`config.mk`:
```
export PLATFORM = sky130hd
export DESIGN_NAME = seq_divider
export DESIGN_NICKNAME = d
export VERILOG_FILES = /design/src/rtl/divider_pkg.sv /design/src/rtl/div_step.sv /design/src/rtl/seq_divider.sv
export SDC_FILE = /design/constraint.sdc
export NUM_CORES = 1
export LEC_CHECK = 0
export ABC_CLOCK_PERIOD_IN_PS = 2830
export BUFFER_PORTS_ARGS = -buffer_cell sky130_fd_sc_hd__buf_2
export CORE_UTILIZATION = 40
export CTS_CLUSTER_SIZE = 24
export DETAILED_ROUTE_END_ITERATION = 8
export HOLD_SLACK_MARGIN = 0.03
export MAX_ROUTING_LAYER = met4
export PLACE_DENSITY = 0.6
export SLEW_MARGIN = 20
export SYNTH_ARGS = -nofsm -noshare
export SYNTH_HDL_FRONTEND = slang
export SYNTH_SLANG_ARGS = --single-unit
export TNS_END_PERCENT = 10
```
`constraint.sdc`:
```
create_clock -name clk -period 2.83 [get_ports clk]
set_input_delay 0.4245 -clock clk [delete_from_list [all_inputs] [get_ports clk]]
set_output_delay 0.4245 -clock clk [all_outputs]
set_load 0.02 [all_outputs]
```
`src/rtl/divider_pkg.sv`:
```
// -----------------------------------------------------------------------------
// divider_pkg
// Shared definitions for the sequential restoring divider.
//   state_t   : FSM encoding (S_IDLE, S_CALC)
//   cnt_width : width of the iteration counter for a given operand width
// -----------------------------------------------------------------------------
package divider_pkg;

  typedef enum logic {
    S_IDLE = 1'b0,
    S_CALC = 1'b1
  } state_t;

  // Counter only has to reach WIDTH-1, so $clog2(WIDTH) bits suffice
  // (WIDTH >= 2 keeps this at least one bit).
  function automatic int cnt_width(input int w);
    return $clog2(w);
  endfunction

endpackage

```
`src/rtl/div_step.sv`:
```
// -----------------------------------------------------------------------------
// div_step
// One combinational restoring-division step.
//   rem      in  [WIDTH:0]   partial remainder before the shift
//   next_bit in              dividend bit shifted into the remainder LSB
//   divisor  in  [WIDTH-1:0] denominator
//   rem_next out [WIDTH:0]   partial remainder after the trial subtraction
//   q_bit    out             quotient bit produced by this step
// -----------------------------------------------------------------------------
module div_step #(
  parameter int WIDTH = 32
) (
  input  logic [WIDTH:0]   rem,
  input  logic             next_bit,
  input  logic [WIDTH-1:0] divisor,
  output logic [WIDTH:0]   rem_next,
  output logic             q_bit
);

  logic [WIDTH+1:0] shifted;
  logic [WIDTH+1:0] trial;
  logic             borrow;

  // One extra bit above the shifted remainder so the sign of the trial
  // subtraction is the borrow out.
  assign shifted  = {rem, next_bit};
  assign trial    = shifted - {2'b00, divisor};
  assign borrow   = trial[WIDTH+1];

  assign q_bit    = ~borrow;
  assign rem_next = borrow ? shifted[WIDTH:0] : trial[WIDTH:0];

endmodule

```
`src/rtl/seq_divider.sv`:
```
// -----------------------------------------------------------------------------
// seq_divider
// Multi-cycle unsigned restoring divider: one quotient bit per clock.
//   clk         in   rising-edge clock
//   rst         in   asynchronous active-low reset
//   start       in   request pulse, sampled only while idle
//   dividend    in   [WIDTH-1:0] numerator, sampled on the accepting edge
//   divisor     in   [WIDTH-1:0] denominator, sampled on the accepting edge
//   busy        out  high while a division is in progress
//   done        out  one-cycle pulse; results valid from this cycle onward
//   quotient    out  [WIDTH-1:0] held until the next done
//   remainder   out  [WIDTH-1:0] held until the next done
//   div_by_zero out  flag for the last completed operation
//   dbg_state   out  current FSM state (1 = S_CALC)
//
// Handshake: a request is accepted on any rising edge where start=1 and the
// block is idle (busy=0 and no divide-by-zero result pending); start at any
// other time is dropped, never queued. Exactly one done pulse follows each
// accepted request unless rst intervenes. Because done is raised as the FSM
// returns to S_IDLE, a start held during the done cycle is accepted.
// -----------------------------------------------------------------------------
module seq_divider
  import divider_pkg::*;
#(
  parameter int WIDTH = 32
) (
  input  logic             clk,
  input  logic             rst,
  input  logic             start,
  input  logic [WIDTH-1:0] dividend,
  input  logic [WIDTH-1:0] divisor,
  output logic             busy,
  output logic             done,
  output logic [WIDTH-1:0] quotient,
  output logic [WIDTH-1:0] remainder,
  output logic             div_by_zero,
  output logic             dbg_state
);

  localparam int CW = cnt_width(WIDTH);
  localparam logic [CW-1:0] LAST_CNT = CW'(WIDTH - 1);

  state_t           state;
  logic [CW-1:0]    cnt;
  logic [WIDTH-1:0] dvsr;
  logic [WIDTH:0]   rem_q;
  logic [WIDTH-1:0] quo_q;     // dividend bits shift out, quotient bits shift in
  logic             dz_pend;   // zero-divisor result is reported one edge later

  logic [WIDTH:0]   step_rem;
  logic             step_q;

  div_step #(.WIDTH(WIDTH)) u_step (
    .rem      (rem_q),
    .next_bit (quo_q[WIDTH-1]),
    .divisor  (dvsr),
    .rem_next (step_rem),
    .q_bit    (step_q)
  );

  assign dbg_state = (state == S_CALC);

  always_ff @(posedge clk or negedge rst) begin
    if (!rst) begin
      state       <= S_IDLE;
      cnt         <= '0;
      dvsr        <= '0;
      rem_q       <= '0;
      quo_q       <= '0;
      dz_pend     <= 1'b0;
      busy        <= 1'b0;
      done        <= 1'b0;
      quotient    <= '0;
      remainder   <= '0;
      div_by_zero <= 1'b0;
    end else begin
      done <= 1'b0;
      case (state)
        S_IDLE: begin
          if (dz_pend) begin
            // quo_q still holds the dividend captured on the accepting edge.
            dz_pend     <= 1'b0;
            quotient    <= '1;
            remainder   <= quo_q;
            div_by_zero <= 1'b1;
            done        <= 1'b1;
          end else if (start) begin
            quo_q <= dividend;
            if (divisor != '0) begin
              dvsr  <= divisor;
              rem_q <= '0;
              cnt   <= '0;
              busy  <= 1'b1;
              state <= S_CALC;
            end else begin
              dz_pend <= 1'b1;
            end
          end
        end
        S_CALC: begin
          rem_q <= step_rem;
          quo_q <= {quo_q[WIDTH-2:0], step_q};
          cnt   <= cnt + 1'b1;
          if (cnt == LAST_CNT) begin
            quotient    <= {quo_q[WIDTH-2:0], step_q};
            remainder   <= step_rem[WIDTH-1:0];
            div_by_zero <= 1'b0;
            done        <= 1'b1;
            busy        <= 1'b0;
            state       <= S_IDLE;
          end
        end
        default: state <= S_IDLE;
      endcase
    end
  end

endmodule

```
* Yosys cells after proc, flatten, opt, wreduce, memory -nomap -nowiden
Index checks and enable logic that the tools add are counted.
Word-level totals: flip-flop bits (word level) 171, bits of input ports 67, output and inout port bits 68, word-level logic and storage cells 64
Operators by class: add/subtract/negate cells 2, eq/ne operators 6, multiplexer cells 36, bitwise logic cells 3, reductions and logical operators 6
Operators by type and width (count):
- 32-bit 2-to-1 mux | 6
- 32-bit case mux with 2 select lines | 3
- 33-bit 2-to-1 mux | 4
- 33-bit case mux with 2 select lines | 1
- 34-bit by 32-bit subtractor with 34-bit output | 1
- 32-bit nonzero test | 1
- 5-bit 2-to-1 mux | 3
- 1-bit 2-to-1 mux | 14
- 5-bit case mux with 2 select lines | 1
- 2-bit inequality test (second input constant) | 4
- 1-bit case mux with 2 select lines | 4
- 4-bit AND reduction | 2
- 5-bit by 1-bit adder with 5-bit output (second input constant) | 1
- 5-bit == test (second input constant) | 1
- 2-bit AND reduction | 2
- 1-bit NOT | 3
- 3-bit AND reduction | 1
- 2-bit by 1-bit inequality test with 1-bit output (second input constant) | 1

* Logic depth before layout (Yosys ltp)
Gate-level depths: netlist (run 1).
word-level depth 5, gate-level depth with buffers 14, mapped depth without buffers 13

* Cells and area by module
From an unflattened synthesis (run 1), not the netlist that was laid out.
Second synthesis, totals: cells, all modules 921, area total of the unflattened synthesis 9141.3 µm²
By module, submodules not included:
- seq_divider | times used 1, cells an instance 615, area an instance 6927.9 µm², sequential area each 4279.1 µm²
- div_step | times used 1, cells an instance 306, area an instance 2213.4 µm², sequential area each 0.0 µm²

* Least setup slack after synthesis (run 1)
OpenSTA, ideal clock, no wires.
path kind register -> register, start reg quo_q[31], end reg rem_q[28], library setup time 0.121 ns, arrival time 2.828 ns, required time 2.709 ns, slack -0.119 ns, stages on the path, launching flop included 14, path buffers 0, period minus slack after synthesis 2.949 ns, path through dfrtp_1 -> inv_1 -> ha_1 -> inv_1 -> fa_1 -> a21o_1 -> a221o_1 -> a31oi_2 -> o21ai_1 -> a221oi_2 -> o21ai_1 -> xor2_1 -> mux2_2 -> a22o_1
Between the ends: word-level cells in the longest chain between the ends 3
Ends and longest elaborated chain:
- start: declaration | line seq_divider.sv:47 | logic [WIDTH-1:0] quo_q;
- start signal: assignment | line seq_divider.sv:88 | quo_q <= dividend;
- start signal: assignment | line seq_divider.sv:102 | quo_q <= {quo_q[WIDTH-2:0], step_q};
- 34-bit by 32-bit subtractor with 34-bit output | line div_step.sv:27 | assign trial = shifted - {2'b00, divisor};
- 33-bit 2-to-1 mux | line div_step.sv:31 | assign rem_next = borrow ? shifted[WIDTH:0] : trial[WIDTH:0];
- 33-bit case mux with 2 select lines | line seq_divider.sv:78 | case (state)
- end signal: assignment | line seq_divider.sv:101 | rem_q <= step_rem;
- end: declaration | line seq_divider.sv:46 | logic [WIDTH:0] rem_q;
No other way between the ends. A chain may end at the register's enable or synchronous reset.

* Worst setup path in the final report (run 1)
start reg quo_q[31], end reg rem_q[24]
The elaborated chain is that of the path after synthesis.

==> results of run 1 <==
-- sequential cells by signal, summed over array words and instances, names as in the netlist --
name	cells
busy	1
cnt	5
dbg_state	1
div_by_zero	1
done	1
dvsr	32
dz_pend	1
quo_q	32
quotient	32
rem_q	33
remainder	32
-- logic make-up (layout without fill, tap and decap cells) --
kind of cell | count (synthesis) | in the layout
adders and majority gates | 35 | 35
AOI/OAI and AO/OA | 275 | 275
DFF | 171 | 171
muxes | 93 | 93
buffers and inverters | 90 | 320
xor gates and xnor gates | 32 | 32
and+or+nand+nor | 172 | 172
-- metrics by stage --
stage                     instance area (um^2)  setup WS [ps]
after floorplan                           9080           -104
after global placement                   10700           -290
after detailed placement                 10700           -326
after CTS                                11500           -197
after global routing                     11600           -272
final                                    11600           -154
-- cells in the final DEF, fill, tap and decap left out, types with 10 or more instances in the layout --
cell type  count
mux2_4        11
nor2_1        25
a22o_1        24
o22a_1        35
dfrtp_1      170
mux2i_1       42
a21o_1        24
xnor2_1       15
nand3_1       17
inv_1         39
ha_1          30
clkbuf_16     17
xor2_1        15
buf_2        133
a22oi_1       13
o21ai_1       15
nor4_1        10
mux2_2        34
buf_4        105
o21ai_0       71
nand2_1       77
a21oi_1       35
-- cell type report --
type / instances / area, um^2 / area share, %
repair buffers: 245 / 1570 / 13.5
clock buffers: 20 / 457 / 3.93
multi-input cells: 607 / 4690 / 40.3
flip-flops and latches: 171 / 4280 / 36.8
inverters: 43 / 161 / 1.39
well taps: 280 / 350 / 3.01
clock inverters: 12 / 130 / 1.12
-- synth_stat cells (all sizes together), types with 4 or more instances --
cell type  number
and3            4
a22o           24
a22oi          14
mux2i          47
a21oi          42
nand4           8
nand3          18
xor2           16
dfrtp         171
nand2          78
and2            4
o21a            5
a211oi          4
o21ai          90
nor4           10
a21o           24
buf             6
inv            41
nor3            7
ha             34
o21bai          5
xnor2          16
clkbuf         41
nand2b          8
o22a           35
mux2           46
nor2           27
o22ai           6
-- worst max-delay path, stage by stage, from the launching register on --
cell,delay (ps)
dfrtp_1,380
inv_2,70
ha_4,130
inv_2,30
fa_2,330
a21o_1,180
a221o_1,360
a31oi_4,250
o21ai_4,90
a221oi_4,340
buf_4,160
xnor2_1,60
mux2_4,260
a22o_1,200
-- per-layer routing --
| metal | up-vias | GRT usage [%] | part of all wire [%] |
|---|---|---|---|
| met4 | 0 | 5.58 | 1.4 |
| met2 | 153 | 38.3 | 49 |
| li1 | 3608 | - | - |
| met5 | - | - | 0 |
| met3 | 22 | 4.07 | 4.1 |
| met1 | 3664 | 30.0 | 45 |
-- repair_timing --
item / CTS / global route
hold buffers: 1 / 0
pin swaps: 9 / 18
endpoints found under the setup margin: 43 / 65
setup buffers: 2 / 3
endpoints found under the hold margin: 60 / 0
gates resized for setup: 29 / 26
-- worst min path at each step --
| stage | cells past startpoint | endpoint | start | slack [ps] |
|---|---|---|---|---|
| floorplan | 0 | busy | rst | 130 |
| global placement | 2 | div_by_zero | div_by_zero | 460 |
| detailed placement | 1 | quotient[12] | rst | 470 |
| CTS | 2 | dvsr[9] | divisor[9] | 220 |
| global route | 2 | dvsr[11] | divisor[11] | 230 |
| finish | 2 | dvsr[11] | divisor[11] | 230 |
==> impl_metrics.env, run 1 <==
export IMPL_max_freq_mhz=335
export IMPL_rsz0062_at_grt="true"
export IMPL_wl_per_cell_um=18.7
export IMPL_max_cap_violations=0
export IMPL_cts_clk_slew_worst_paths_ps=70
export IMPL_cts_sinks=171
export IMPL_rr_endpoint="rem_q[24]"
export IMPL_fin_hold_ws_ps=235
export IMPL_worst_pin_slew_ps=633
export IMPL_synthTopCellsByArea="dfrtp_1 (47%), mux2i_1 (5.2%), ha_1 (4.7%), mux2_2 (4.6%), o21ai_0 (4.1%)"
export IMPL_violations="DRC, setup timing"
export IMPL_cts_htree_levels=4
export IMPL_setup_slack_ps=-154
export IMPL_drv_slew=0
export IMPL_synth_compound_gate_area_share_pct=21.0
export IMPL_drive_gt1_share_pct=33.2
export IMPL_routed_via_count=7447
export IMPL_syn_to_final_growth_pct=28.1
export IMPL_arrival_ps=3300
export IMPL_routed_via_density=5.40
export IMPL_wl_um=25700
export IMPL_place_inst=1340
export IMPL_outcome="finished with violations"
export IMPL_root_buffer="clkbuf_16"
export IMPL_clk_path_buf_depth=2
export IMPL_postLayoutCoreUtil_pct=52.8
export IMPL_ant_nets=0
export IMPL_r2r_cells=13
export IMPL_num_fill_cells=2010
export IMPL_synth_top_family_by_area="compound AO/OA/AOI/OAI gates"
export IMPL_syn_inst=868
export IMPL_synth_fp_nets=970
export IMPL_remaining_drc_errors=5
export IMPL_row_count=54
export IMPL_gr_usage_all_layers_pct=23.4
export IMPL_synthFlopType="dfrtp_1"
export IMPL_synth_xor_area_share_pct=3.29
export IMPL_cp_max_fo=4
export IMPL_boundaryPins=135
export IMPL_grt_pass1_vias=7451
export IMPL_critical_path_class="register to register"
export IMPL_setup_viol=14
export IMPL_die_area_um2=23300
export IMPL_fin_crit_sh_pct=105
export IMPL_die_w_um=153
export IMPL_synth_area_per_cell_um2=10.5
export IMPL_min_path_type="input port to register"
export IMPL_final_cells=1378
export IMPL_die_h_um=153
export IMPL_synth_top_area_share_pct=47.1
export IMPL_worstPathRequired_ps=3140
export IMPL_cts_tree="yes"
export IMPL_grt_first_pass_wirelength_um=41400
export IMPL_ys_types=66
export IMPL_hold_viol=0
export IMPL_synthAdderAreaFrac_pct=4.90
export IMPL_num_antenna_cells=0
export IMPL_synth_simple_area_share_pct=8.69
export IMPL_initial_core_util_pct=41.2
export IMPL_worstSetupEndpoint="rem_q[24]"
export IMPL_rrSetupSlack_ps=-150
export IMPL_max_slew_margin_pct=57.8
export IMPL_grt_max_degree=65
export IMPL_gp_congestion=0.928
export IMPL_grt_overflow=0
export IMPL_synth_seq_area_share_pct=47.1
export IMPL_setup_worst_path_start_class="register"
export IMPL_port_buffers=134
export IMPL_drt_iter0_drc=451
export IMPL_core_area_um2=22000
export IMPL_clock_latency_ps=440
export IMPL_post_route_min_period_ps=2980
export IMPL_final_setup_tns_ps=-1070
export IMPL_synth_seq_cells=171
export IMPL_r2r_start="quo_q[31]"
export IMPL_netlist_top_cell_by_area="dfrtp_1"
export IMPL_yosys_warnings=0
export IMPL_synth_edff_count=0
export IMPL_synthArstFlopShare_pct=100
export IMPL_cts_buffers=17
export IMPL_syn_cell_area_um2=9080
export IMPL_endpoint_kind="register"
export IMPL_first_pass_iters=9
export IMPL_antenna_found_initial=0
export IMPL_nNetsFinal=1187
export IMPL_skew_ps=17.2
export IMPL_crit_start="quo_q[31]"
export IMPL_synth_mux_area_share_pct=10.9
export IMPL_hpwl_um=19000
Power of run 1 is not shown: default switching activity piles up to over one toggle a cycle in this logic, so the estimate is an artifact.
==> run 2: changes to the inputs <==
--- a/config.mk
+++ b/config.mk
@@ -13,6 +13,7 @@
 export HOLD_SLACK_MARGIN = 0.03
 export MAX_ROUTING_LAYER = met4
 export PLACE_DENSITY = 0.6
+export RECOVER_POWER = 100
 export SLEW_MARGIN = 20
 export SYNTH_ARGS = -nofsm -noshare
 export SYNTH_HDL_FRONTEND = slang
==> run 2 against run 1 <==
The run ends with DRC, capacitance limit, slew limit, setup timing left. Via count increased by 0.42%. Sequential share of layout area increased by 0.62 points. Count of clock-buffer cells in the layout unchanged. Die area unchanged. Setup slack got worse by 2.2 ps. Maximum frequency about the same. Critical path depth unchanged. Flip-flop and latch count unchanged. First-iteration DRC count decreased by 0.44%. Clock skew about the same. Global-route usage unchanged. Hold slack got worse by 1.0 ps.
==> impl_metrics.env, run 2 (synthesized netlist as in run 1, its figures left out) <==
export IMPL_post_route_min_period_ps=2990
export IMPL_syn_to_final_growth_pct=25.9
export IMPL_routed_via_density=5.43
export IMPL_crit_slowest_cell="dfrtp_1"
export IMPL_gr_usage_all_layers_pct=23.4
export IMPL_largest_reg_flops=33
export IMPL_antenna_found_initial=0
export IMPL_worst_pin_slew_ps=1630
export IMPL_worstPathCellList="inv_2 -> ha_4 -> inv_2 -> fa_2 -> a21o_1 -> a221o_1 -> a31oi_4 -> o21ai_4 -> a221oi_4 -> buf_4 -> xnor2_1 -> mux2_4 -> a22o_1"
export IMPL_grt_max_degree=65
export IMPL_max_cap_violations=1
export IMPL_worstSetupEndpoint="rem_q[24]"
export IMPL_outcome="finished with violations"
export IMPL_num_fill_cells=2058
export IMPL_setup_worst_path_start_class="register"
export IMPL_cp_top_family="compound AO/OA/AOI/OAI gates"
export IMPL_boundaryPins=135
export IMPL_max_slew_margin_pct=-8.56
export IMPL_max_stage_delay_ps=380
export IMPL_critical_path_class="register to register"
export IMPL_cts_sinks=171
export IMPL_worstPathRequired_ps=3140
export IMPL_grt_overflow=0
export IMPL_arrival_ps=3300
export IMPL_core_area_um2=22000
export IMPL_postLayoutCoreUtil_pct=51.9
export IMPL_die_h_um=153
export IMPL_crit_cells=13
export IMPL_drive_gt1_share_pct=26.1
export IMPL_clock_latency_ps=440
export IMPL_root_buffer="clkbuf_16"
export IMPL_setup_viol=32
export IMPL_num_antenna_cells=0
export IMPL_cts_clk_slew_worst_paths_ps=70
export IMPL_cts_buffers=17
export IMPL_setup_slack_ps=-157
export IMPL_wl_um=25700
export IMPL_violations="DRC, capacitance limit, slew limit, setup timing"
export IMPL_regMostFlops="rem_q"
export IMPL_grt_pass1_vias=7451
export IMPL_critPathBufInv=3
export IMPL_wl_per_cell_um=18.7
export IMPL_min_path_type="input port to register"
export IMPL_first_pass_iters=8
export IMPL_skew_ps=17.1
export IMPL_clk_path_buf_depth=2
export IMPL_layout_commonest_cell="dfrtp_1"
export IMPL_crit_start="quo_q[31]"
export IMPL_r2r_start="quo_q[31]"
export IMPL_hpwl_um=19000
export IMPL_rsz0062_at_grt="true"
export IMPL_drv_slew=65
export IMPL_grt_first_pass_wirelength_um=41400
export IMPL_cp_max_fo=4
export IMPL_row_count=54
export IMPL_hold_viol=0
export IMPL_max_freq_mhz=335
export IMPL_gp_congestion=0.928
export IMPL_die_w_um=153
export IMPL_fin_crit_sh_pct=106
export IMPL_cts_htree_levels=4
export IMPL_seq_area_um2=4280
export IMPL_initial_core_util_pct=41.2
export IMPL_multi_input_area_um2=4660
export IMPL_die_area_um2=23300
export IMPL_nNetsFinal=1187
export IMPL_r2r_cells=13
export IMPL_routed_via_count=7478
export IMPL_remaining_drc_errors=5
export IMPL_port_buffers=134
export IMPL_path_common_cell="inv_2"
export IMPL_final_cell_mix="dfrtp_1 (171), buf_4 (93), nand2_1 (77)"
export IMPL_drt_iter0_drc=449
export IMPL_ant_nets=0
export IMPL_rrSetupSlack_ps=-160
export IMPL_endpoint_kind="register"
export IMPL_cts_tree="yes"
export IMPL_rr_endpoint="rem_q[24]"
## run 2: cell types whose count changed in the layout (fill, tap and decap cells not counted), moves of 2 or more
cell,before,now
clkbuf_1,1,76
clkbuf_4,0,2
buf_4,105,93
buf_2,133,64
buf_12,4,1
clkbuf_2,0,8
## run 2: stage by stage
stage | setup TNS (ps) | hold slack (ps) | cell area (um^2) | std cells | setup slack [ps]
6_report | -1920 | 234 | 11400 | 1378 | -157
4_1_cts | -1360 | 220 | 11500 | 1375 | -197
2_1_floorplan | -382 | 129 | 9080 | 868 | -104
3_5_place_dp | -4730 | 467 | 10700 | 1340 | -326
3_3_place_gp | -3500 | 458 | 10700 | 1340 | -290
5_1_grt | -11850 | 225 | 11400 | 1378 | -272
## run 2: worst register-to-register path: cells and delay by family, from the launching register on
| family | cells | cell delay [ps] |
|---|---|---|
| buf+inv | 3 | 270 |
| compound gates | 6 | 1440 |
| fa+ha+maj | 2 | 460 |
| flops | 1 | 380 |
| mux | 1 | 260 |
| xor+xnor | 1 | 60 |
## run 2: what timing repair did
item | CTS | global route
endpoints found under the hold margin | 60 | 0
resized for setup | 29 | 26
pin swaps | 9 | 18
endpoints found under the setup margin | 43 | 65
buffers inserted | 2 | 3
hold buffers | 1 | 0
## run 2: layout make-up
| type | instances | area share (%) |
|---|---|---|
| Clock inverter | 12 | 1.14 |
| Sequential cell | 171 | 37.4 |
| Multi-Input combinational cell | 607 | 40.8 |
| Clock buffer | 20 | 3.99 |
| Tap cell | 280 | 3.06 |
| Inverter | 43 | 1.41 |
| Timing Repair Buffer | 245 | 12.2 |
## run 2: worst min path at each step
stage	start	endpoint	slack, ps	cells past startpoint
after global placement	div_by_zero	div_by_zero	460	2
after detailed placement	rst	quotient[12]	470	1
after global routing	divisor[11]	dvsr[11]	230	2
final	divisor[11]	dvsr[11]	230	2
after floorplan	rst	busy	130	0
after CTS	divisor[9]	dvsr[9]	220	2
## run 2: layer usage
layer,GRT usage [%],vias to the layer above,part of all wire (%)
met5,-,-,0
met4,5.58,0,1.4
met3,4.07,22,3.9
met2,38.3,149,49
met1,30.0,3699,45
li1,-,3608,-
Power of run 2 is left out for the same reason.
